<file path="src/rtl/dual_rail_unloader.sv">
// Receiver for the 16-cell dual-rail load bus: waits for a stable, complete word,
// hands it off over valid/ready, and counts illegal-code episodes.
module dual_rail_unloader #(
   parameter int STABLE_CYCLES = 2,
   parameter int ERR_W         = 8
) (
   input  logic             clk,
   input  logic             rst,
   input  logic [1:32]      bus,
   output logic [1:16]      out_data,
   output logic             out_valid,
   input  logic             out_ready,
   output logic             err,
   output logic [ERR_W-1:0] err_cnt
);

   typedef enum logic [2:0] {
      S_WAIT_SPACER,
      S_ARMED,
      S_SETTLE,
      S_DELIVER,
      S_ERROR
   } state_t;

   localparam logic [3:0] C_LAST = 4'(STABLE_CYCLES - 1);

   state_t             r_state;
   state_t             w_state_nxt;
   logic [1:32]        r_bus_q;
   logic               r_primed;
   logic [1:16]        r_latch;
   logic [3:0]         r_cnt;
   logic [1:16]        r_out_data;
   logic               r_out_valid;
   logic               r_err;
   logic [ERR_W-1:0]   r_err_cnt;

   logic [1:16]        w_dec;
   logic               w_any_ill;
   logic               w_all_sp_raw;
   logic               w_complete;
   logic               w_spacer;
   logic [3:0]         w_cnt_nxt;
   logic               w_load_latch;
   logic               w_deliver;
   logic               w_accept;
   logic               w_err_set;
   logic               w_err_clr;

   always_comb begin
      w_dec        = '0;
      w_any_ill    = 1'b0;
      w_all_sp_raw = 1'b1;
      w_complete   = 1'b1;
      for (int k = 1; k <= 16; k++) begin
         w_dec[k] = r_bus_q[2*k-1];
         if (r_bus_q[2*k-1] & r_bus_q[2*k])   w_any_ill    = 1'b1;
         if (r_bus_q[2*k-1] | r_bus_q[2*k])   w_all_sp_raw = 1'b0;
         if (r_bus_q[2*k-1] == r_bus_q[2*k])  w_complete   = 1'b0;
      end
   end

   // The zero left in r_bus_q by reset is not a real sample, so it must not arm us.
   assign w_spacer = w_all_sp_raw & r_primed;

   always_comb begin
      w_state_nxt  = r_state;
      w_cnt_nxt    = r_cnt;
      w_load_latch = 1'b0;
      w_deliver    = 1'b0;
      w_accept     = 1'b0;
      w_err_set    = 1'b0;
      w_err_clr    = 1'b0;
      case (r_state)
         S_WAIT_SPACER: begin
            if (w_any_ill) begin
               w_state_nxt = S_ERROR;
               w_err_set   = 1'b1;
            end else if (w_spacer) begin
               w_state_nxt = S_ARMED;
            end
         end
         S_ARMED: begin
            if (w_any_ill) begin
               w_state_nxt = S_ERROR;
               w_err_set   = 1'b1;
            end else if (w_complete) begin
               w_state_nxt  = S_SETTLE;
               w_load_latch = 1'b1;
               w_cnt_nxt    = 4'd1;
            end
         end
         S_SETTLE: begin
            if (w_any_ill) begin
               w_state_nxt = S_ERROR;
               w_err_set   = 1'b1;
            end else if (w_complete) begin
               if (w_dec != r_latch) begin
                  w_load_latch = 1'b1;
                  w_cnt_nxt    = 4'd1;
               end else if (r_cnt == C_LAST) begin
                  w_state_nxt = S_DELIVER;
                  w_deliver   = 1'b1;
               end else begin
                  w_cnt_nxt = r_cnt + 4'd1;
               end
            end else begin
               w_state_nxt = S_ARMED;
               w_cnt_nxt   = 4'd0;
            end
         end
         S_DELIVER: begin
            if (out_ready) begin
               w_state_nxt = S_WAIT_SPACER;
               w_accept    = 1'b1;
            end
         end
         S_ERROR: begin
            if (w_spacer) begin
               w_state_nxt = S_ARMED;
               w_err_clr   = 1'b1;
            end
         end
         default: w_state_nxt = S_WAIT_SPACER;
      endcase
   end

   always_ff @(posedge clk or posedge rst) begin
      if (rst) begin
         r_state     <= S_WAIT_SPACER;
         r_bus_q     <= '0;
         r_primed    <= 1'b0;
         r_latch     <= '0;
         r_cnt       <= '0;
         r_out_data  <= '0;
         r_out_valid <= 1'b0;
         r_err       <= 1'b0;
         r_err_cnt   <= '0;
      end else begin
         r_state  <= w_state_nxt;
         r_bus_q  <= bus;
         r_primed <= 1'b1;
         r_cnt    <= w_cnt_nxt;
         if (w_load_latch) r_latch <= w_dec;
         if (w_deliver) begin
            r_out_data  <= r_latch;
            r_out_valid <= 1'b1;
         end else if (w_accept) begin
            r_out_valid <= 1'b0;
         end
         if (w_err_set) begin
            r_err <= 1'b1;
            if (r_err_cnt != '1) r_err_cnt <= r_err_cnt + 1'b1;
         end else if (w_err_clr) begin
            r_err <= 1'b0;
         end
      end
   end

   assign out_data  = r_out_data;
   assign out_valid = r_out_valid;
   assign err       = r_err;
   assign err_cnt   = r_err_cnt;

endmodule

</file>
<file path="config.mk">
export PLATFORM = sky130hd
export DESIGN_NAME = dual_rail_unloader
export DESIGN_NICKNAME = d
export VERILOG_FILES = /design/src/rtl/dual_rail_unloader.sv
export SDC_FILE = /design/constraint.sdc
export NUM_CORES = 1
export LEC_CHECK = 0
export BUFFER_PORTS_ARGS = -buffer_cell sky130_fd_sc_hd__buf_2
export CORE_MARGIN = 2
export CORE_UTILIZATION = 40
export DETAILED_ROUTE_END_ITERATION = 12
export GPL_ROUTABILITY_DRIVEN = 0
export SLEW_MARGIN = 5
export SYNTH_ARGS = -nofsm -noshare
export SYNTH_HDL_FRONTEND = slang
export SYNTH_SLANG_ARGS = --single-unit
</file>
<file path="constraint.sdc">
create_clock -name clk -period 5.6 [get_ports clk]
set_clock_uncertainty 0.15 [all_clocks]
set_input_delay 0.28 -clock clk [delete_from_list [all_inputs] [get_ports clk]]
set_output_delay 0.28 -clock clk [all_outputs]
set_load 0.01 [all_outputs]
</file>
**Word-level counts from Yosys, hierarchy flattened**

Index checks and enable logic that the tools add are counted.

- Bits in registers: 82
- Input bits: 35
- Output and inout port bits: 26
- Word-level logic and storage cells: 169

- $add $sub $neg: 2
- Equal/unequal tests: 31
- Muxes and demuxes: 86
- Bitwise gates (word level): 33
- Reductions and logical operators: 8

Operators by type and width:

| kind | count |
|---|---|
| 1-bit two-way mux | 68 |
| 3-bit two-way mux | 9 |
| 4-bit two-way mux | 6 |
| 1-bit bitwise AND | 17 |
| 1-bit == test | 16 |
| 16-bit inequality test | 1 |
| 1-bit OR | 16 |
| 3-bit one-hot mux with 5 select lines | 1 |
| 4-bit inequality test, second input constant | 3 |
| 8-bit by 1-bit adder with 8-bit output, second input constant | 1 |
| 2-bit inequality test, second input constant | 4 |
| 8-bit inequality test, second input constant | 1 |
| 4-bit one-hot mux with 2 select lines | 1 |
| 3-bit by 2-bit == test with 1-bit output, second input constant | 2 |
| 2-bit nonzero test | 3 |
| 5-bit AND reduction | 1 |
| 4-bit by 1-bit adder with 4-bit output, second input constant | 1 |
| 4-bit by 1-bit == test with 1-bit output, second input constant | 1 |
| 4-bit AND reduction | 1 |
| 3-bit by 1-bit == test with 1-bit output, second input constant | 1 |
| 3-bit == test, second input constant | 1 |
| 3-bit zero test | 1 |
| 3-bit inequality test, second input constant | 1 |
| 3-bit OR reduction | 1 |
| other kinds (2) | 2 |

**Logic depth before layout (Yosys ltp)**

Gate-level depths: netlist of run 1.

- Word-level depth: 22
- Depth in mapped cells: 9

**Worst setup path before layout of run 1**

No wires, ideal clock.

- Kind: register to register
- Start: reg r_bus_q[15] (netlist name)
- End: reg r_out_data (netlist bit out_data[10])
- Library setup time: 0.125 ns
- Arrival time: 2.111 ns
- Data required time: 5.325 ns
- Setup slack: 3.214 ns
- Stages on the path, launching flop included: 10
- Path buffers: 2
- Path through: dfrtp_1 > inv_1 > ha_1 > nand4_1 > nor4_2 > and2_1 > and3_1 > buf_6 > buf_12 > mux2_4

- Word-level cells in the longest chain between the ends: 13
- Elaborated cells between the ends (all ways): 25
- Those cells by class: eq/ne (2); mux (22); bitwise (1)

RTL lines:

| element | RTL line | RTL |
|---|---|---|
| start: declaration | 29 | `logic [1:32] r_bus_q;` |
| start signal: assignment | 141 | `r_bus_q <= bus;` |
| 1-bit == test | 59 | `if (r_bus_q[2*k-1] == r_bus_q[2*k]) w_complete = 1'b0;` |
| 1-bit two-way mux (9 in a row) | 59 |  |
| 1-bit two-way mux | 97 | `end else if (w_complete) begin` |
| 1-bit two-way mux * | 94 | `if (w_any_ill) begin` |
| 1-bit two-way mux * | 74 | `case (r_state)` |
| end signal: assignment | 146 | `r_out_data <= r_latch;` |
| end: declaration | 33 | `logic [1:16] r_out_data;` |

Every way passes the cells marked *; elsewhere a longest branch is shown, timed or not.
A chain may end at the register's enable or synchronous reset.

**Worst setup path in the final report of run 1**

- Start: reg r_bus_q[19] (netlist name)
- End: reg r_out_data (netlist bit out_data[6])

- Word-level cells in the longest chain between the ends: 11
- Elaborated cells between the ends (all ways): 21
- Those cells by class: eq/ne (2); mux (18); bitwise (1)

RTL lines:

| element | RTL line |
|---|---|
| 1-bit == test | 59 |
| 1-bit two-way mux (7 in a row) | 59 |
| 1-bit two-way mux | 97 |
| 1-bit two-way mux * | 94 |
| 1-bit two-way mux * | 74 |

Marked as above.

==> flow_metrics.env, run 1 <==
export IMPL_outcome="complete, no violations"
export IMPL_post_synthesis_average_cell_area_um2=12.7
export IMPL_setup_tns_final_ns=0
export IMPL_crit_reg2reg_capture="out_data[6]"
export IMPL_wirelength_um=7370
export IMPL_start_kind="flop"
export IMPL_groute_layer_met1_usage=0.218
export IMPL_timing_critical_path_cells="inv_1 > ha_1 > nand4_1 > nor4_2 > and2_1 > and3_1 > mux2_2"
export IMPL_power_share_sequential=0.520
export IMPL_cts_path_max_buffers=2
export IMPL_fillerInstances=797
export IMPL_finalHoldViolCount=0
export IMPL_finish_cell_count_without_fillers=538
export IMPL_route_detailed_wl_per_inst_um=13.7
export IMPL_floorplan_die_height_um=102
export IMPL_critical_path_peak_fanout=17
export IMPL_floorplan_io_pins=61
export IMPL_cts_tree="built"
export IMPL_antenna_found_initial=0
export IMPL_layout_worst_path_cycle_share=0.590
export IMPL_int_power_uw=950
export IMPL_cts_made_buffers=9
export IMPL_detail_route_drc_violations=0
export IMPL_core_area_mm2=0.00933
export IMPL_first_global_vias=2570
export IMPL_num_antenna_cells=0
export IMPL_vias=2496
export IMPL_ys_seq_elements=82
export IMPL_critical_path_required_ns=5.69
export IMPL_ys_types=38
export IMPL_pwr_share_comb=0.101
export IMPL_setup_violations=0
export IMPL_io_buffers=60
export IMPL_synth_warning_count=0
export IMPL_mostFrequentLayoutCell="dfrtp_1"
export IMPL_p_clk_frac=0.378
export IMPL_r2r_cells=7
export IMPL_most_common_layout_cells="dfrtp_1, buf_2, inv_1"
export IMPL_fin_nets=474
export IMPL_areaGrowthSynthToFinish_pct=24.4
export IMPL_net_switching_power_uw=311
export IMPL_clkSlewWorstSetupHoldPaths_ns=0.08
export IMPL_global_route_wire_length_before_repair_um=12400
export IMPL_synthCells=306
export IMPL_tightest_pin_transition_ns=1.17
export IMPL_timing_critical_path_slowest_cell_delay_ns=0.95
export IMPL_dp_hpwl_um=5180
export IMPL_final_number_of_max_transition_violations=0
export IMPL_min_delay_start="out_ready"
export IMPL_regToRegSetupSlack_ns=2.30
export IMPL_leakagePower_uw=0.00246
export IMPL_worstPathArrival_ns=3.39
export IMPL_critPathCaptureType="flop"
export IMPL_fmax_ghz=0.303
export IMPL_synth_enable_flop_cells=0
export IMPL_clock_latency_ns=0.35
export IMPL_grt_setup_unrepaired="false"
export IMPL_worstHoldPathCells=4
export IMPL_pin_count_of_the_biggest_net_entering_global_routing=83
export IMPL_drt_pass1_iterations=4
export IMPL_critical_path_n_buffers_inverters=1
export IMPL_hp_class="primary input to flop"
export IMPL_globalRouteOverflowTotal=0
export IMPL_die_area_mm2=0.0105
export IMPL_postRouteAntennaNets=0
export IMPL_max_cap_viol_count=0
export IMPL_drt_iter0_drc=54
export IMPL_groute_layer_met3_usage=0.0386
export IMPL_cts_resized_gates=0
export IMPL_critical_path_slowest_cell="and3_1"
export IMPL_mappedNetlistArea_mm2=0.00388
export IMPL_postSynthNetCount=376
export IMPL_die_span_in_x_um=102
export IMPL_synth_top_flop_cell="dfrtp_1"
export IMPL_viasPerCell=4.64
export IMPL_maxSlewHeadroom=0.223
export IMPL_placementRows=35
export IMPL_post_synthesis_sequential_area_ratio=0.529
export IMPL_ir_drop_mv=0.133
export IMPL_global_routing_usage_on_met2=0.243
export IMPL_clock_root_buffer="clkbuf_8"
export IMPL_post_place_cells=490
export IMPL_power_density_cell_area_mw_per_mm2=261
export IMPL_post_route_min_period_ns=3.30
export IMPL_cts_max_level=3
export IMPL_postCtsSetupRepairBufs=0
export IMPL_synthArstFlopShare=1.00
export IMPL_hold_end="r_state[1]"
export IMPL_critical_path_class="flop to flop"
export IMPL_track_usage=0.157
export IMPL_busiest_layer="met2"
export IMPL_crit_family="simple AND/OR/NAND/NOR gates"
export IMPL_ratio_of_cells_with_drive_above_1_in_the_final_layout=0.281
export IMPL_initial_utilization=0.416
export IMPL_worst_r2r_startpoint="r_bus_q[19]"
export IMPL_tritoncts_num_sinks=82
export IMPL_switching_share=0.247
## area by class of cell
type | instances | area (µm²) | area share
sequential | 82 | 2050 | 0.425
timing repair buffer | 93 | 628 | 0.130
tap | 129 | 161 | 0.0334
clock buffer | 10 | 138 | 0.0285
inverter | 38 | 144 | 0.0298
clock inverter | 6 | 90.1 | 0.0187
multi-input combinational | 180 | 1620 | 0.335
## synthesized netlist by cell type, drive strengths merged, types with 4 or more instances
cell   count  area (µm²)
xor2       6        52.6
ha        35         438
nand4     13        81.3
nor2b      8        50.1
buf        4        62.6
xnor2     17         149
a21oi      6        30.0
nor4       6        58.8
nor2       7        26.3
nor3       6        35.0
mux2      33         443
nand2      7        26.3
nand3     11        55.1
dfrtp     82        2050
o21ai      5        25.0
inv       38         143
## layer usage
metal / vias to the layer above / part of all wire
met4: 0 / 0.014
met5: - / 0
li1: 1228 / -
met2: 54 / 0.46
met1: 1204 / 0.48
met3: 10 / 0.046
## worst register-to-register path, stage by stage (launching register included)
cell     delay (ns)
dfrtp_1        0.42
inv_1          0.07
ha_1           0.27
nand4_1        0.13
nor4_2         0.51
and2_1         0.25
and3_1         0.95
mux2_2         0.43
## state kept, by name, summed over array words and instances (netlist names)
name,count
r_bus_q,32
err_cnt,8
out_data,16
out_valid,1
err,1
r_cnt,4
r_latch,16
r_state,3
r_primed,1
## how the worst max path moves through the flow
stage	start	to	depth (start not counted)
after CTS	r_bus_q[21]	out_data[6]	7
after detailed placement	r_bus_q[19]	out_data[2]	7
final	r_bus_q[19]	out_data[6]	7
after global placement	r_bus_q[21]	out_data[7]	7
after global routing	r_bus_q[21]	out_data[6]	7
after floorplan	rst	err	1
## per-stage QoR
stage               total power, µW  utilization  setup slack (ns)  instance area, µm²  hold WS, ns
global route                   1330        0.518              2.04                4830       0.0918
finish                         1260        0.518              2.30                4830       0.0719
floorplan                       730            -              3.06                3880        0.161
detailed placement              781        0.459              2.31                4280        0.239
global placement                780        0.459              2.38                4280        0.238
CTS                            1270        0.518              2.29                4830       0.0564
## kinds of logic after synthesis
group | after synthesis | share of synthesized area
compound gates | 22 | 0.0361
xor+xnor | 23 | 0.0519
fa+ha+maj | 35 | 0.113
buf+inv | 44 | 0.0548
flops | 82 | 0.529
mux | 33 | 0.114
other cells | 1 | 0.000967
simple gates | 66 | 0.100
## power by group through the flow
stage	Sequential (µW)	Clock [µW]	Combinational [µW]
finish	656	477	128
global route	663	515	149
CTS	657	488	130
detailed placement	668	0	112
global placement	668	0	112
floorplan	667	0	62.4
## timing repair
| item | in CTS | in global routing |
|---|---|---|
| endpoints found under the hold margin | 32 | 0 |
| hold buffers | 32 | 0 |
| setup endpoints to repair | 0 | 0 |
(Power assumes the default switching activity.)
==> inputs of run 2 (changes only) <==
- ABC_AREA: default -> 1
- clock period: 5.6 -> 3.4 ns (I/O delays scaled with it)
==> flow_metrics.env, run 2 <==
export IMPL_tightest_pin_transition_ns=0.695
export IMPL_most_common_layout_cells="nand2_1, dfrtp_1, buf_2"
export IMPL_utilization=0.513
export IMPL_floorplan_die_height_um=105
export IMPL_placementRows=36
export IMPL_antenna_found_initial=0
export IMPL_post_place_cells=634
export IMPL_cts_path_max_buffers=2
export IMPL_num_antenna_cells=0
export IMPL_finish_cell_count_without_fillers=684
export IMPL_postRouteAntennaNets=0
export IMPL_synthCells=444
export IMPL_critical_path_slowest_cell="dfrtp_1"
export IMPL_largest_reg_flops=32
export IMPL_finalHoldViolCount=0
export IMPL_fin_nets=616
export IMPL_die_span_in_x_um=105
export IMPL_postCtsSetupRepairBufs=0
export IMPL_track_usage=0.165
export IMPL_final_number_of_max_transition_violations=0
export IMPL_wirelength_um=8280
export IMPL_leakagePower_uw=0.00261
export IMPL_clkSlewWorstSetupHoldPaths_ns=0.09
export IMPL_detail_route_drc_violations=0
export IMPL_areaGrowthSynthToFinish_pct=24.1
export IMPL_cts_tree="built"
export IMPL_critical_path_peak_fanout=32
export IMPL_ys_seq_elements=82
export IMPL_yosys_top_cells_area="dfrtp_1, nand2_1, ha_1, inv_1, nor2_1"
export IMPL_vias=3051
export IMPL_cts_max_level=3
export IMPL_grt_setup_unrepaired="false"
export IMPL_critical_path_required_ns=3.45
export IMPL_critical_path_n_buffers_inverters=1
export IMPL_cts_made_buffers=9
export IMPL_die_area_mm2=0.0109
export IMPL_post_synthesis_average_cell_area_um2=9.11
export IMPL_hp_class="primary input to async pin"
export IMPL_synth_top_cells_by_count="nand2_1, dfrtp_1, inv_1, ha_1, nor2_1"
export IMPL_maxSlewHeadroom=0.537
export IMPL_outcome="complete, no violations"
export IMPL_mappedNetlistArea_mm2=0.00404
export IMPL_worstPathArrival_ns=2.46
export IMPL_synth_enable_flop_cells=0
export IMPL_pin_count_of_the_biggest_net_entering_global_routing=41
export IMPL_tritoncts_num_sinks=82
export IMPL_area_share_of_the_largest_cell_type_after_synthesis=0.508
export IMPL_clock_root_buffer="clkbuf_8"
export IMPL_viasPerCell=4.46
export IMPL_floorplan_io_pins=61
export IMPL_top_register="r_bus_q"
export IMPL_postSynthNetCount=514
export IMPL_route_detailed_wl_per_inst_um=12.1
export IMPL_timing_critical_path_slowest_cell_delay_ns=0.39
export IMPL_drt_iter0_drc=99
export IMPL_synthArstFlopShare=1.00
export IMPL_ys_types=28
export IMPL_max_cap_viol_count=0
export IMPL_yosys_area_top_type="dfrtp_1"
export IMPL_layout_worst_path_cycle_share=0.707
export IMPL_dp_hpwl_um=5970
export IMPL_synth_top_flop_cell="dfrtp_1"
export IMPL_ir_drop_mv=0.263
export IMPL_setup_violations=0
export IMPL_clock_latency_ns=0.35
export IMPL_initial_utilization=0.414
export IMPL_critical_path_class="flop to flop"
export IMPL_ratio_of_cells_with_drive_above_1_in_the_final_layout=0.201
export IMPL_mostFrequentLayoutCell="nand2_1"
export IMPL_post_route_min_period_ns=2.40
export IMPL_power_density_cell_area_mw_per_mm2=395
export IMPL_critPathCaptureType="flop"
export IMPL_timing_critical_path_cells="inv_1 > ha_1 > nand2_1 > nor2_1 > nand2_1 > nor2_1 > nand2_2 > nor2_1 > nand2_2 > nand2_1 > o21ai_1"
export IMPL_crit_family="simple AND/OR/NAND/NOR gates"
export IMPL_first_global_vias=3121
export IMPL_start_kind="flop"
export IMPL_drt_pass1_iterations=6
export IMPL_setup_tns_final_ns=0
export IMPL_most_used_standard_cell_by_instance_count_after_synthesis="nand2_1"
export IMPL_global_route_wire_length_before_repair_um=14300
export IMPL_synth_warning_count=0
export IMPL_post_synthesis_sequential_area_ratio=0.508
export IMPL_core_area_mm2=0.00977
export IMPL_io_buffers=60
export IMPL_fmax_ghz=0.416
export IMPL_globalRouteOverflowTotal=0
export IMPL_cts_resized_gates=0
## run 2: logic make-up (layout without fill, tap and decap cells)
kind of cell	Yosys count	count (layout)	synth area share
AND/OR/NAND/NOR	211	211	0.232
flip-flops	82	82	0.508
buffers and inverters	67	174	0.0690
AO/OA/AOI/OAI	36	36	0.0566
adder cells (fa/ha/maj)	35	35	0.108
XOR/XNOR	12	12	0.0260
other	1	1	0.000928
## run 2: what timing repair did
| item | 4_1_cts | 5_1_grt |
|---|---|---|
| hold endpoints to repair | 71 | 0 |
| hold buffers | 34 | 0 |
| endpoints found under the setup margin | 0 | 0 |
## run 2: report_power, final
| part | switching, µW | total (µW) | internal [µW] |
|---|---|---|---|
| combinational | 119 | 222 | 103 |
| sequential | 45.1 | 1060 | 1020 |
| clock | 354 | 698 | 344 |
## run 2: worst register-to-register path, delay by kind of cell, from the launching register on
kind	cells	cell delay, ns
and+or+nand+nor	8	1.30
DFF	1	0.39
adders and majority gates	1	0.27
buffers and inverters	1	0.08
AOI/OAI and AO/OA	1	0.08
## run 2: metrics by stage
step | setup slack (ns) | total power, µW | hold slack, ns | cell area (µm²)
final | 0.997 | 1980 | 0.282 | 5020
after global routing | 0.733 | 2100 | 0.276 | 5020
after CTS | 0.982 | 2010 | 0.272 | 5020
after detailed placement | 1.01 | 1280 | 0.129 | 4480
after global placement | 1.05 | 1270 | 0.128 | 4480
after floorplan | 0.972 | 1190 | 0.0514 | 4040
## run 2: final cells by class
type / count / area, µm²
clock buffer: 11 / 131
tap: 133 / 166
inverter: 62 / 239
timing repair buffer: 96 / 656
sequential: 82 / 2050
multi-input combinational: 295 / 1710
fill: 940 / 4760
clock inverter: 5 / 62.6
## run 2: worst paths after layout
| kind | startpoint | endpoint | slack (ns) | cells after the start |
|---|---|---|---|---|
| max | r_bus_q[11] | r_latch[5] | 1.0 | 11 |
| min | rst | r_latch[2] | 0.28 | 3 |
| max reg2reg | r_bus_q[11] | r_latch[5] | 1.0 | 11 |
| min reg2reg | out_data[4] | out_data[4] | 0.33 | 2 |
| max in group asynchronous | rst | r_bus_q[29] | 2.07 | 4 |
| min in group clk | bus[2] | r_bus_q[2] | 0.29 | 2 |
## run 2: per-layer routing
metal / up-vias / global-route usage / routed length [µm]
met5: - / 0 / 0
met2: 63 / 0.285 / 4120
met4: 0 / 0.0483 / 83
li1: 1578 / - / -
met3: 11 / 0.0418 / 302
met1: 1399 / 0.203 / 3770
==> inputs of run 3 (changes only) <==
- ABC_AREA: 1 -> 0
- clock period: 3.4 -> 2.1 ns (I/O delays scaled with it)
==> flow_metrics.env, run 3 (synthesis results as in run 1) <==
export IMPL_final_cell_area_mm2=0.00554
export IMPL_critical_path_class="flop to flop"
export IMPL_setup_tns_final_ns=-9.73
export IMPL_ratio_of_cells_with_drive_above_1_in_the_final_layout=0.423
export IMPL_clkSlewWorstSetupHoldPaths_ns=0.09
export IMPL_most_common_layout_cells="dfrtp_1, buf_2, buf_4"
export IMPL_global_route_wire_length_before_repair_um=13700
export IMPL_track_usage=0.172
export IMPL_detail_route_drc_violations=0
export IMPL_fin_nets=527
export IMPL_cts_tree="built"
export IMPL_route_detailed_wl_per_inst_um=14.0
export IMPL_timing_critical_path_cells="inv_1 > ha_1 > nand4_1 > nor4_4 > and2_4 > and3_4 > buf_12 > mux2_2"
export IMPL_mostFrequentLayoutCell="dfrtp_1"
export IMPL_place_area_mm2=0.00470
export IMPL_drt_iter0_drc=94
export IMPL_failed_checks="setup timing"
export IMPL_setup_violations=44
export IMPL_io_buffers=60
export IMPL_final_number_of_max_transition_violations=0
export IMPL_die_area_mm2=0.0105
export IMPL_outcome="finished, violations left"
export IMPL_viasPerCell=4.59
export IMPL_wirelength_um=8260
export IMPL_critical_path_required_ns=2.18
export IMPL_pin_count_of_the_biggest_net_entering_global_routing=83
export IMPL_antenna_found_initial=0
export IMPL_globalRouteOverflowTotal=0
export IMPL_timing_critical_path_slowest_cell_delay_ns=0.43
export IMPL_num_antenna_cells=0
export IMPL_finalHoldViolCount=0
export IMPL_floorplan_die_height_um=102
export IMPL_die_span_in_x_um=102
export IMPL_start_kind="flop"
export IMPL_dp_hpwl_um=5960
export IMPL_critical_path_slowest_cell="dfrtp_1"
export IMPL_fillerInstances=757
export IMPL_initial_utilization=0.416
export IMPL_first_global_vias=2789
export IMPL_clock_root_buffer="clkbuf_8"
export IMPL_max_cap_viol_count=0
export IMPL_dpl_worst_slack_ns=-0.461
export IMPL_vias=2708
export IMPL_ir_drop_mv=0.463
export IMPL_grt_setup_unrepaired="true"
export IMPL_top_register="r_bus_q"
export IMPL_clock_latency_ns=0.34
export IMPL_critical_path_peak_fanout=12
export IMPL_cts_max_level=3
export IMPL_finalPower_uw=3550
export IMPL_drt_pass1_iterations=4
export IMPL_timing_final_ws_setup_ns=-0.321
export IMPL_cts_path_max_buffers=2
export IMPL_floorplan_io_pins=61
export IMPL_postRouteAntennaNets=0
export IMPL_largest_reg_flops=32
export IMPL_critical_path_n_buffers_inverters=2
export IMPL_crit_family="simple AND/OR/NAND/NOR gates"
export IMPL_placementRows=35
export IMPL_post_route_min_period_ns=2.42
export IMPL_power_density_cell_area_mw_per_mm2=641
export IMPL_leakagePower_uw=0.00282
export IMPL_cts_made_buffers=9
export IMPL_tritoncts_num_sinks=82
export IMPL_areaGrowthSynthToFinish_pct=42.7
export IMPL_fmax_ghz=0.413
export IMPL_critPathCaptureType="flop"
export IMPL_core_area_mm2=0.00933
export IMPL_layout_worst_path_cycle_share=1.15
export IMPL_worstPathArrival_ns=2.50
export IMPL_hp_class="primary input to flop"
==> run 3: what timing repair did <==
item	CTS	global route
endpoints found under the setup margin	47	47
pin swaps	12	6
resized for setup	25	26
setup buffers	5	3
hold endpoints to repair	116	0
hold buffers	34	0
==> run 3: worst paths after layout <==
check | startpoint | end | slack, ns | depth (start not counted)
max | r_bus_q[21] | out_data[3] | -0.32 | 8
min | bus[9] | r_bus_q[9] | 0.24 | 2
max reg2reg | r_bus_q[21] | out_data[3] | -0.32 | 8
min reg2reg | err_cnt[6] | err_cnt[6] | 0.35 | 1
max in group asynchronous | rst | r_bus_q[7] | 1.18 | 4
min in group asynchronous | rst | r_bus_q[9] | 0.27 | 4
==> run 3: cell type report <==
type | count | area, µm² | share of cell area
clock buffer | 10 | 128 | 0.0231
sequential | 82 | 2060 | 0.372
timing repair buffer | 146 | 1120 | 0.202
clock inverter | 5 | 104 | 0.0188
tap | 129 | 161 | 0.0292
inverter | 38 | 146 | 0.0264
multi-input combinational | 180 | 1820 | 0.329
==> run 3: where the power goes <==
| part | internal, µW | switching (µW) | total [µW] |
|---|---|---|---|
| registers | 1660 | 96.1 | 1750 |
| logic | 245 | 215 | 460 |
| clock network | 785 | 551 | 1340 |
| total | 2690 | 863 | 3550 |
==> run 3: per-stage QoR <==
step | utilization | hold WS, ns | instances
CTS | 0.580 | 0.224 | 588
global placement | 0.504 | 0.0630 | 535
floorplan | - | -0.0136 | 306
detailed placement | 0.504 | 0.0643 | 535
global route | 0.593 | 0.240 | 590
finish | 0.593 | 0.244 | 590
==> run 3: per-layer routing <==
layer  GRT usage  vias to the layer above  part of all wire
met2       0.267                       49              0.47
met4      0.0728                        0             0.019
met1       0.241                     1306              0.48
met3      0.0271                       13             0.027
li1            -                     1340                 -
met5           0                        -                 0
